===== config.mk =====
export PLATFORM = sky130hd
export DESIGN_NAME = serial_add_sequencer
export DESIGN_NICKNAME = d
export VERILOG_FILES = /design/src/rtl/serial_add_sequencer_pkg.sv /design/src/rtl/serial_add_sequencer_fa_cell.sv /design/src/rtl/serial_add_sequencer.sv
export SDC_FILE = /design/constraint.sdc
export NUM_CORES = 1
export LEC_CHECK = 0
export CAP_MARGIN = 10
export CORE_AREA = 4 4 72 74
export DETAILED_ROUTE_END_ITERATION = 7
export DIE_AREA = 0 0 76 78
export PLACE_DENSITY_LB_ADDON = 0.2
export SYNTH_ARGS = -nofsm -noshare
export SYNTH_HDL_FRONTEND = slang
export SYNTH_SLANG_ARGS = --single-unit

===== constraint.sdc =====
create_clock -name clk -period 1.8 [get_ports clk]
set_input_delay 0.27 -clock clk [delete_from_list [all_inputs] [get_ports clk]]
set_output_delay 0.27 -clock clk [all_outputs]
set_load 0.005 [all_outputs]

===== src/rtl/serial_add_sequencer_pkg.sv =====
// ============================================================================
// Module      : serial_add_sequencer_pkg
// Description : State encodings shared by the bit-serial adder controller.
// Revision    : 1.0 - initial release
// ============================================================================
`default_nettype none

package serial_add_sequencer_pkg;

    localparam int             c_STATE_W   = 2;
    localparam logic [1:0]     c_ST_IDLE   = 2'd0;
    localparam logic [1:0]     c_ST_RUN    = 2'd1;
    localparam logic [1:0]     c_ST_DONE   = 2'd2;

endpackage

`default_nettype wire


===== src/rtl/serial_add_sequencer_fa_cell.sv =====
// ============================================================================
// Module      : fa_cell
// Description : Structural 1-bit full adder, XOR/AND/XOR netlist.
// Revision    : 1.0 - initial release
// ============================================================================
`default_nettype none

module fa_cell (
    input  logic i_a,
    input  logic i_b,
    input  logic i_c,
    output logic o_s,
    output logic o_c
);

    logic w_p;
    logic w_g;
    logic w_t;

    // Generate and propagate-with-carry are mutually exclusive, so XOR merges them.
    xor u_xp (w_p, i_a, i_b);
    xor u_xs (o_s, w_p, i_c);
    and u_ag (w_g, i_a, i_b);
    and u_at (w_t, w_p, i_c);
    xor u_xc (o_c, w_g, w_t);

endmodule

`default_nettype wire


===== src/rtl/serial_add_sequencer.sv =====
// ============================================================================
// Module      : serial_add_sequencer
// Description : LSB-first bit-serial adder controller around one fa_cell.
// Revision    : 1.0 - initial release
// ============================================================================
`default_nettype none

module serial_add_sequencer
    import serial_add_sequencer_pkg::*;
#(
    parameter int WIDTH = 8
) (
    input  logic             clk,
    input  logic             reset,
    input  logic             start,
    input  logic [WIDTH-1:0] a,
    input  logic [WIDTH-1:0] b,
    input  logic             cin,
    output logic             ready,
    output logic             busy,
    output logic             done,
    output logic [WIDTH-1:0] sum,
    output logic             cout,
    output logic             ovf
);

    localparam int              c_CW   = (WIDTH > 1) ? $clog2(WIDTH) : 1;
    localparam logic [c_CW-1:0] c_LAST = c_CW'(WIDTH - 1);

    logic [c_STATE_W-1:0] r_state;
    logic [c_STATE_W-1:0] w_next_state;
    logic [WIDTH-1:0]     r_a_sh;
    logic [WIDTH-1:0]     r_b_sh;
    logic [WIDTH-1:0]     r_sum;
    logic [c_CW-1:0]      r_count;
    logic                 r_carry;
    logic                 r_cout;
    logic                 r_ovf;
    logic                 w_accept;
    logic                 w_last;
    logic                 w_s;
    logic                 w_c;

    assign w_accept = (r_state == c_ST_IDLE) && start;
    assign w_last   = (r_state == c_ST_RUN) && (r_count == c_LAST);

    fa_cell u_fa (
        .i_a (r_a_sh[0]),
        .i_b (r_b_sh[0]),
        .i_c (r_carry),
        .o_s (w_s),
        .o_c (w_c)
    );

    always_ff @(posedge clk) begin
        if (reset) begin
            r_state <= c_ST_IDLE;
        end else begin
            r_state <= w_next_state;
        end
    end

    always_comb begin
        w_next_state = r_state;
        case (r_state)
            c_ST_IDLE: if (start)  w_next_state = c_ST_RUN;
            c_ST_RUN:  if (w_last) w_next_state = c_ST_DONE;
            c_ST_DONE: w_next_state = c_ST_IDLE;
            default:   w_next_state = c_ST_IDLE;
        endcase
    end

    always_comb begin
        ready = 1'b0;
        busy  = 1'b0;
        done  = 1'b0;
        case (r_state)
            c_ST_IDLE: ready = 1'b1;
            c_ST_RUN:  busy  = 1'b1;
            c_ST_DONE: done  = 1'b1;
            default:   ready = 1'b0;
        endcase
    end

    always_ff @(posedge clk) begin
        if (reset) begin
            r_a_sh  <= '0;
            r_b_sh  <= '0;
            r_sum   <= '0;
            r_count <= '0;
            r_carry <= 1'b0;
            r_cout  <= 1'b0;
            r_ovf   <= 1'b0;
        end else if (w_accept) begin
            r_a_sh  <= a;
            r_b_sh  <= b;
            r_sum   <= '0;
            r_count <= '0;
            r_carry <= cin;
            r_cout  <= 1'b0;
            r_ovf   <= 1'b0;
        end else if (r_state == c_ST_RUN) begin
            r_sum   <= {w_s, r_sum[WIDTH-1:1]};
            r_a_sh  <= {1'b0, r_a_sh[WIDTH-1:1]};
            r_b_sh  <= {1'b0, r_b_sh[WIDTH-1:1]};
            r_carry <= w_c;
            // On the MSB step the old carry is the carry into the MSB.
            if (w_last) begin
                r_cout <= w_c;
                r_ovf  <= r_carry ^ w_c;
            end else begin
                r_count <= r_count + 1'b1;
            end
        end
    end

    assign sum  = r_sum;
    assign cout = r_cout;
    assign ovf  = r_ovf;

endmodule

`default_nettype wire


# Yosys cells after proc, flatten, opt, wreduce, memory -nomap -nowiden
# Index checks and enable logic that the tools add are counted.
dict set report word_totals {
  ff_bits 32
  out_inout_bits 13
}
dict set report classes {
  n_addsub 1
  eq_ne 5
  n_mux 12
  n_bitwise 7
  reduce_logical 8
}
# op count
set op_table {}
lappend op_table {{$mux 8} 4}
lappend op_table {{$reduce_and 2->1} 3}
lappend op_table {{$mux 1} 5}
lappend op_table {{$mux 2} 2}
lappend op_table {{$ne 2x2->1 const B} 2}
lappend op_table {{$pmux 2 s2} 1}
lappend op_table {{$xor 1x1->1} 4}
lappend op_table {{$add 3x1->3 const B} 1}
lappend op_table {{$eq 3x3->1 const B} 1}
lappend op_table {{$and 1x1->1} 2}
lappend op_table {{$eq 2x1->1 const B} 1}
lappend op_table {{$eq 2x2->1 const B} 1}
lappend op_table {{$logic_and 1x1->1} 2}
lappend op_table {{$logic_not 2->1} 1}
lappend op_table {{$reduce_bool 2->1} 1}
lappend op_table {{$reduce_or 2->1} 1}
lappend op_table {{$not 1->1} 1}

# Depth between registers and ports, before layout
# Gate-level depths: netlist of run 1.
dict set report logic_depth {
  depth_word 5
  depth_mapped 6
  depth_no_buf 5
}

# Hierarchy
# Synthesis of run 1 repeated with hierarchy kept, for this count alone.
dict set report unflattened {
  cells_unflattened 174
  hier_area_um2 1423.9
}
# mod instances cells_each area_per_inst_um2
set modules_own_cells {}
lappend modules_own_cells {serial_add_sequencer 1 173 1403.8}
lappend modules_own_cells {fa_cell 1 1 20.0}

# Worst setup path before layout of run 1
# No wires, ideal clock.
dict set report synth_timing {
  path_kind {flip-flop to flip-flop}
  start {reg r_count[0]}
  end {reg r_count[0]}
  setup_ps 115
  arrival_time_ps 1150
  path_slack_ps 535
  path_stages_with_launch 6
  period_less_slack_ps 1265
  cell_sequence {dfxtp_1 -> ha_1 -> ha_1 -> nor3b_4 -> xnor2_1 -> nor2_1}
}
dict set report synth_via {
  elab_chain_cells 4
  elab_cells_between_ends 5
}
# element line
set synth_lines {}
lappend synth_lines {{start, declared} serial_add_sequencer.sv:35} ;# logic [c_CW-1:0] r_count;
lappend synth_lines {{start signal, assigned} serial_add_sequencer.sv:112} ;# r_count <= r_count + 1'b1;
lappend synth_lines {{$eq 3x3->1} serial_add_sequencer.sv:45} ;# assign w_last = (r_state == c_ST_RUN) && (r_count == c_LAST);
lappend synth_lines {{$logic_and 1x1->1} serial_add_sequencer.sv:45}
lappend synth_lines {{$not 1->1 (no line)} --}
lappend synth_lines {{$reduce_and 2->1 (no line)} --}
# Several ways; a longest one is shown, not always the timed one.
# A chain may end at the register's enable or synchronous reset.

# Worst setup path in the final report of run 1
dict set report layout_timing {
  start {reg r_state[1]}
  end {out busy}
}
dict set report layout_via {
  elab_chain_cells 2
}
# element line
set layout_lines {}
lappend layout_lines {{start, declared} serial_add_sequencer.sv:30} ;# logic [c_STATE_W-1:0] r_state;
lappend layout_lines {{start signal, assigned} serial_add_sequencer.sv:57} ;# r_state <= c_ST_IDLE;
lappend layout_lines {{start signal, assigned} serial_add_sequencer.sv:59} ;# r_state <= w_next_state;
lappend layout_lines {{$eq 2x1->1} serial_add_sequencer.sv:77} ;# case (r_state)
lappend layout_lines {{$mux 1} serial_add_sequencer.sv:77}
lappend layout_lines {{end, declared} serial_add_sequencer.sv:20} ;# output logic busy,
# Every way passes these cells.

==> results of run 1 <==
## synthesized netlist by cell type
| master | number |
|---|---|
| or3b_4 | 1 |
| xor2_1 | 1 |
| o21ba_2 | 1 |
| o21ai_0 | 2 |
| a21oi_1 | 30 |
| nor3b_4 | 2 |
| a211oi_2 | 10 |
| nand2b_1 | 3 |
| nand3_1 | 4 |
| nor2b_1 | 1 |
| o22a_1 | 2 |
| nor3_1 | 1 |
| a211oi_1 | 1 |
| clkinv_2 | 1 |
| o221a_2 | 3 |
| nand2b_2 | 1 |
| buf_2 | 3 |
| ha_1 | 2 |
| or3b_1 | 1 |
| nor2_1 | 19 |
| dfxtp_1 | 32 |
| xnor2_1 | 1 |
| buf_6 | 6 |
| inv_1 | 3 |
| fa_1 | 1 |
| buf_4 | 4 |
| nand3b_1 | 1 |
| nand2_1 | 33 |
## state kept, by name, indices dropped and copies added, names as in the netlist
| register | count |
|---|---|
| sum | 8 |
| r_state | 2 |
| cout | 1 |
| r_carry | 1 |
| r_a_sh | 8 |
| ovf | 1 |
| r_b_sh | 8 |
| r_count | 3 |
## layer usage
metal	global-route usage, %	part of all wire [%]	up-vias	wire length [um]
met5	0	0	-	0
li1	-	-	648	-
met2	19.9	52	21	1680
met4	3.74	1.1	0	37
met3	4.06	4.4	6	141
met1	12.8	42	601	1370
## power groups by stage
stage | Sequential [mW] | Combinational [mW] | Clock [mW]
final | 0.779 | 0.251 | 0.546
after global routing | 0.784 | 0.281 | 0.597
after CTS | 0.779 | 0.255 | 0.568
after detailed placement | 0.794 | 0.253 | 0
after global placement | 0.792 | 0.248 | 0
after floorplan | 0.784 | 0.187 | 0
## cell families after synthesis
logic type | count (synthesis) | share of synthesized area, %
adders and majority gates | 3 | 2.99
AOI/OAI and AO/OA | 49 | 23.5
buffers and inverters | 17 | 8.56
xor gates and xnor gates | 2 | 1.16
and+or+nand+nor | 67 | 21.2
DFF | 32 | 42.6
## worst min path at each step
stage,start,endpoint,slack [ns],cells after the start
after floorplan,a[7],r_a_sh[7]$_SDFFE_PP0P_,0.41,2
after global placement,r_a_sh[7]$_SDFFE_PP0P_,r_a_sh[6]$_SDFFE_PP0P_,0.45,2
after detailed placement,r_a_sh[7]$_SDFFE_PP0P_,r_a_sh[6]$_SDFFE_PP0P_,0.45,2
after CTS,r_a_sh[7]$_SDFFE_PP0P_,r_a_sh[6]$_SDFFE_PP0P_,0.46,2
after global routing,ovf$_SDFFE_PP0P_,ovf$_SDFFE_PP0P_,0.49,2
final,r_a_sh[7]$_SDFFE_PP0P_,r_a_sh[6]$_SDFFE_PP0P_,0.46,2
## metrics by stage
step	instance area, um^2	hold WS [ns]	std cells	utilization, %
floorplan	1510	0.406	170	-
global placement	1840	0.446	251	40.0
detailed placement	1840	0.450	251	40.0
CTS	1930	0.459	259	42.0
global route	1930	0.486	259	42.0
finish	1930	0.463	259	42.0
## repair_timing
action | 4_1_cts | 5_1_grt
setup buffers | 0 | 0
endpoints found under the setup margin | 1 | 0
resized for setup | 1 | 0
hold endpoints to repair | 0 | 0
## area by class of cell
class | instances | area (um^2) | share of cell area [%]
multi-input combinational | 121 | 736 | 38.1
sequential | 32 | 642 | 33.2
timing repair buffer | 40 | 380 | 19.7
clock buffer | 8 | 90.1 | 4.66
tap | 54 | 67.6 | 3.50
inverter | 4 | 16.3 | 0.842
## critical path, cell delays in order, from the launching register on
cell	delay, ns
dfxtp_1	0.45
nand2b_1	0.19
clkinv_2	0.07
clkdlybuf4s50_1	0.44
==> reports/results.ini, run 1 <==
[drt]
first_pass_iters = 6
drc = 0
wire_per_inst_um = 12.4
drtAntennaViolNets = 0
vias = 1276
dr.first_iter.drc_count = 48
routed_wirelength_um = 3220
vias_per_cell = 4.93

[synthesis]
synth_top_cell_by_area = dfxtp_1
synth_cell_types = 28
yosys_warnings = 0
synth.area.top_cells = dfxtp_1, a21oi_1, a211oi_2
synth_top_area_share_pct = 42.6
netlist_area_um2 = 1510
syn-num-nets = 193
yosys_register_bits = 32
ys_seq_area_share_pct = 42.6
synthCells = 170
syn_avg_cell_area_um2 = 8.85

[worst_setup_path]
regToRegEndpoint = r_count[0]$_SDFFE_PP0P_
r2r_setup_slack_ns = 0.42
rr_startpoint = r_count[0]$_SDFFE_PP0P_
cp-end-kind = primary output
cp.arrival_ns = 1.42
cp_max_fo = 6
crit_start = r_state[1]$_SDFFE_PP0P_
cp.required_ns = 1.53
ff2ff_path_depth = 5
startpoint_type = register
path_class = reg -> out
endpoint = busy

[pwr]
p_leak_nw = 0.696
finalPower_mw = 1.58
switching_share_pct = 24.5
power_density_nw_per_um2 = 815
switchingPower_uw = 386
clkPwrFrac_pct = 34.6
worst_ir_drop_vdd_v = 0.000339
p_int_mw = 1.19
p_comb_share_pct = 15.9
power_frac_seq_pct = 49.4

[placement]
pre_cts_ws_ns = 0.114
dp_hpwl_um = 2380
portBuffers = 32
gp_congestion = 0.728

[finish]
drive_gt1_share_pct = 16.6
syn2layout_area_growth_pct = 28.3
final_common_cell = nand2_1
fillers = 460
final_cell_mix = nand2_1, clkdlybuf4s50_1, dfxtp_1
fin_nets = 227
num_antenna_cells = 0

[die]
fp-row-count = 25
die_h_um = 78
dieWidth_um = 76
initial_utilization_pct = 32.7
core_um2 = 4600
die-area_um2 = 5930
pin_count = 33

[cts]
clk_path_buf_depth = 2
clockRootBuffer = clkbuf_8
clkTransAtPathRegs_ns = 0.06
cts_tree = built
insertion_delay_ns = 0.27
numCtsBuffers = 5
cts_max_level = 2
cts.sinks = 32
cts.hold.buffers_added = 0

[outcome]
status = finished, final reports clean

[timing]
min_period_over_period_pct = 93.7
finalCriticalPeriod_ns = 1.69
fin_tns_setup_ns = 0
worst_slack_ns = 0.113
rsz0062_at_grt = false
fmax_ghz = 0.593
setup-violations-final = 0
worst_slew_pin_slew_ns = 0.272
finalHoldViolations = 0
slew_violations = 0
fin_worst_skew_ns = 0.00488
relSlewSlack_pct = 81.8

[global_routing]
grt_pass1_vias = 1217
antenna_found_initial = 0
grt_pass1_wl_um = 5430
grt_max_degree = 27
overflow = 0
grt_usage_pct = 11.4

[worst_hold_path]
hold_path_class = reg -> reg

[run]
maxCapViolations = 0

(Power assumes the default switching activity.)
==> inputs of run 2 (changes only) <==
--- a/config.mk
+++ b/config.mk
@@ -7,9 +7,12 @@
 export LEC_CHECK = 0
 export CAP_MARGIN = 10
-export CORE_AREA = 4 4 72 74
+export CELL_PAD_IN_SITES_DETAIL_PLACEMENT = 1
+export CELL_PAD_IN_SITES_GLOBAL_PLACEMENT = 2
+export CORE_AREA = 4 4 77 79
 export DETAILED_ROUTE_END_ITERATION = 7
-export DIE_AREA = 0 0 76 78
+export DIE_AREA = 0 0 81 83
 export PLACE_DENSITY_LB_ADDON = 0.2
 export SYNTH_ARGS = -nofsm -noshare
 export SYNTH_HDL_FRONTEND = slang
+export SYNTH_HIERARCHICAL = 1
 export SYNTH_SLANG_ARGS = --single-unit
==> constraint.sdc (replaced) <==
create_clock -name clk -period 1.8 [get_ports clk]
set_input_delay 0.18 -clock clk [delete_from_list [all_inputs] [get_ports clk]]
set_output_delay 0.18 -clock clk [all_outputs]
set_load 0.005 [all_outputs]
==> run 2 against run 1 <==
Against the previous run: hold slack lost 0.0054 ns; clock-buffer cell count shrank 2; combinational power shrank 3%; clock power grew 7.1%.
==> reports/results.ini, run 2 <==
[outcome]
status = finished, final reports clean

[worst_setup_path]
crit_buf_inv = 2
cpMaxStageDelayCell = clkdlybuf4s50_1
cp-end-kind = primary output
startpoint_type = register
cp.required_ns = 1.62
path_class = reg -> out
path_cells = nand2b_1 > inv_4 > clkdlybuf4s50_1
cp.arrival_ns = 1.51
critical_path.max_stage_delay_ns = 0.51
cp_max_fo = 10
cpLargestDelayFamily = buffers and inverters

[finish]
fin_nets = 232
final_cell_mix = nand2_1, clkdlybuf4s50_1, a21oi_1
instances_no_fill = 282
drive_gt1_share_pct = 14.3
utilization_pct = 35.9
final_common_cell = nand2_1
syn2layout_area_growth_pct = 34.6
num_antenna_cells = 0

[die]
die_h_um = 83
fp-row-count = 27
die-area_um2 = 6720
dieWidth_um = 81
pin_count = 33
core_um2 = 5340
initial_utilization_pct = 26.7

[synthesis]
synth.area.top_cells = dfxtp_1, a21oi_1, nand2_1
synth-edff-count = 0
synth_cell_types = 29
synthCells = 174
async_flop_share_pct = 0
synth_commonest_cells = nand2_1, dfxtp_1, a21oi_1
yosys_warnings = 6
synth_top_area_share_pct = 45.0
netlist_area_um2 = 1420
synth_top_cell_by_area = dfxtp_1
synth_ff_type = dfxtp_1
syn-num-nets = 197
ys_seq_area_share_pct = 45.0
syn_avg_cell_area_um2 = 8.18
yosys_register_bits = 32
yosysMostFrequentCell = nand2_1

[global_routing]
grt_pass1_wl_um = 7060
antenna_found_initial = 0
grt_pass1_vias = 1450
overflow = 0
grt_max_degree = 27
grt_usage_pct = 13.2

[cts]
insertion_delay_ns = 0.29
clk_path_buf_depth = 2
clkTransAtPathRegs_ns = 0.07
cts_tree = built
cts.sinks = 32
postCtsSetupBuffers = 0
cts_max_level = 2
clockRootBuffer = clkbuf_8
numCtsBuffers = 5

[timing]
setup-violations-final = 0
finalCriticalPeriod_ns = 1.69
relSlewSlack_pct = 79.4
min_period_over_period_pct = 93.9
rsz0062_at_grt = false
finalHoldViolations = 0
timing.hold.ws_ns = 0.458
fin_tns_setup_ns = 0
worst_slew_pin_slew_ns = 0.307
worst_slack_ns = 0.110
fmax_ghz = 0.592
fin_worst_skew_ns = 0.00606
slew_violations = 0

[drt]
wire_per_inst_um = 14.0
top_layer = met4
routed_wirelength_um = 3930
dr.first_iter.drc_count = 78
drc = 0
wirelength_met1_um = 1840
drtAntennaViolNets = 0
vias = 1316
dr_wl_met3_um = 165
vias_per_cell = 4.67
first_pass_iters = 4
met2WireLength_um = 1870

[pwr]
power_density_nw_per_um2 = 838
worst_ir_drop_vdd_v = 0.000334
p_leak_nw = 0.704

[run]
maxCapViolations = 0

[placement]
portBuffers = 32
placed_cells = 274
pre_cts_ws_ns = 0.167
dp_hpwl_um = 2870
gp_congestion = 0.745

[worst_hold_path]
hold_path_class = in -> reg

==> run 2: worst min-delay path: cells and delay by family <==
| kind | cells | cell delay, ns |
|---|---|---|
| buffers and inverters | 1 | 0.40 |
| AND/OR/NAND/NOR | 1 | 0.06 |
| AO/OA/AOI/OAI | 1 | 0.06 |
==> run 2: cell type report <==
| type | instances | area [um^2] |
|---|---|---|
| clock inverters | 2 | 10.0 |
| clock buffers | 6 | 82.6 |
| well taps | 72 | 90.1 |
| repair buffers | 42 | 395 |
| multi-input cells | 124 | 678 |
| flip-flops and latches | 32 | 643 |
| inverters | 4 | 17.5 |
| fillers | 671 | 3420 |
==> run 2: timing repair <==
action                                 CTS  global route
gates resized for setup                  2             1
hold buffers                             0             0
setup endpoints to repair                1             1
endpoints found under the hold margin    0             0
==> run 2: cell families (layout without fill, tap and decap cells) <==
logic type,after synthesis,count (layout),synth area share (%)
buf+inv,18,54,7.38
compound gates,48,48,21.0
xor+xnor,2,2,1.23
flops,32,32,45.0
simple gates,71,71,22.2
fa+ha+maj,3,3,3.16
==> run 2: power breakdown <==
part / internal (mW) / total, mW / switching [mW] / leakage, nW
Clock: 0.305 / 0.585 / 0.280 / 0.0510
Combinational: 0.121 / 0.243 / 0.122 / 0.390
Sequential: 0.748 / 0.779 / 0.0303 / 0.263
Total: 1.17 / 1.61 / 0.432 / 0.704
==> run 2: path summary, 6_finish.rpt <==
check / slack (ns) / cells after the start / start / to
max reg2reg: 0.35 / 5 / r_count[0]$_SDFFE_PP0P_ / r_count[0]$_SDFFE_PP0P_
max: 0.11 / 3 / r_state[1]$_SDFFE_PP0P_ / busy
min reg2reg: 0.46 / 2 / sum[0]$_SDFFE_PP0P_ / sum[0]$_SDFFE_PP0P_
min: 0.46 / 3 / b[7] / r_b_sh[7]$_SDFFE_PP0P_
==> run 2: metrics by stage <==
stage	cell area, um^2	total power, mW
final	1920	1.61
after global routing	1920	1.70
after CTS	1910	1.63
after detailed placement	1820	1.04
after global placement	1820	1.03
after floorplan	1420	0.941
==> run 2: routing by layer <==
| metal | vias to the layer above | global-route usage (%) |
|---|---|---|
| met2 | 20 | 20.8 |
| met5 | - | 0 |
| li1 | 658 | - |
| met3 | 7 | 3.69 |
| met4 | 0 | 5.07 |
| met1 | 631 | 16.9 |
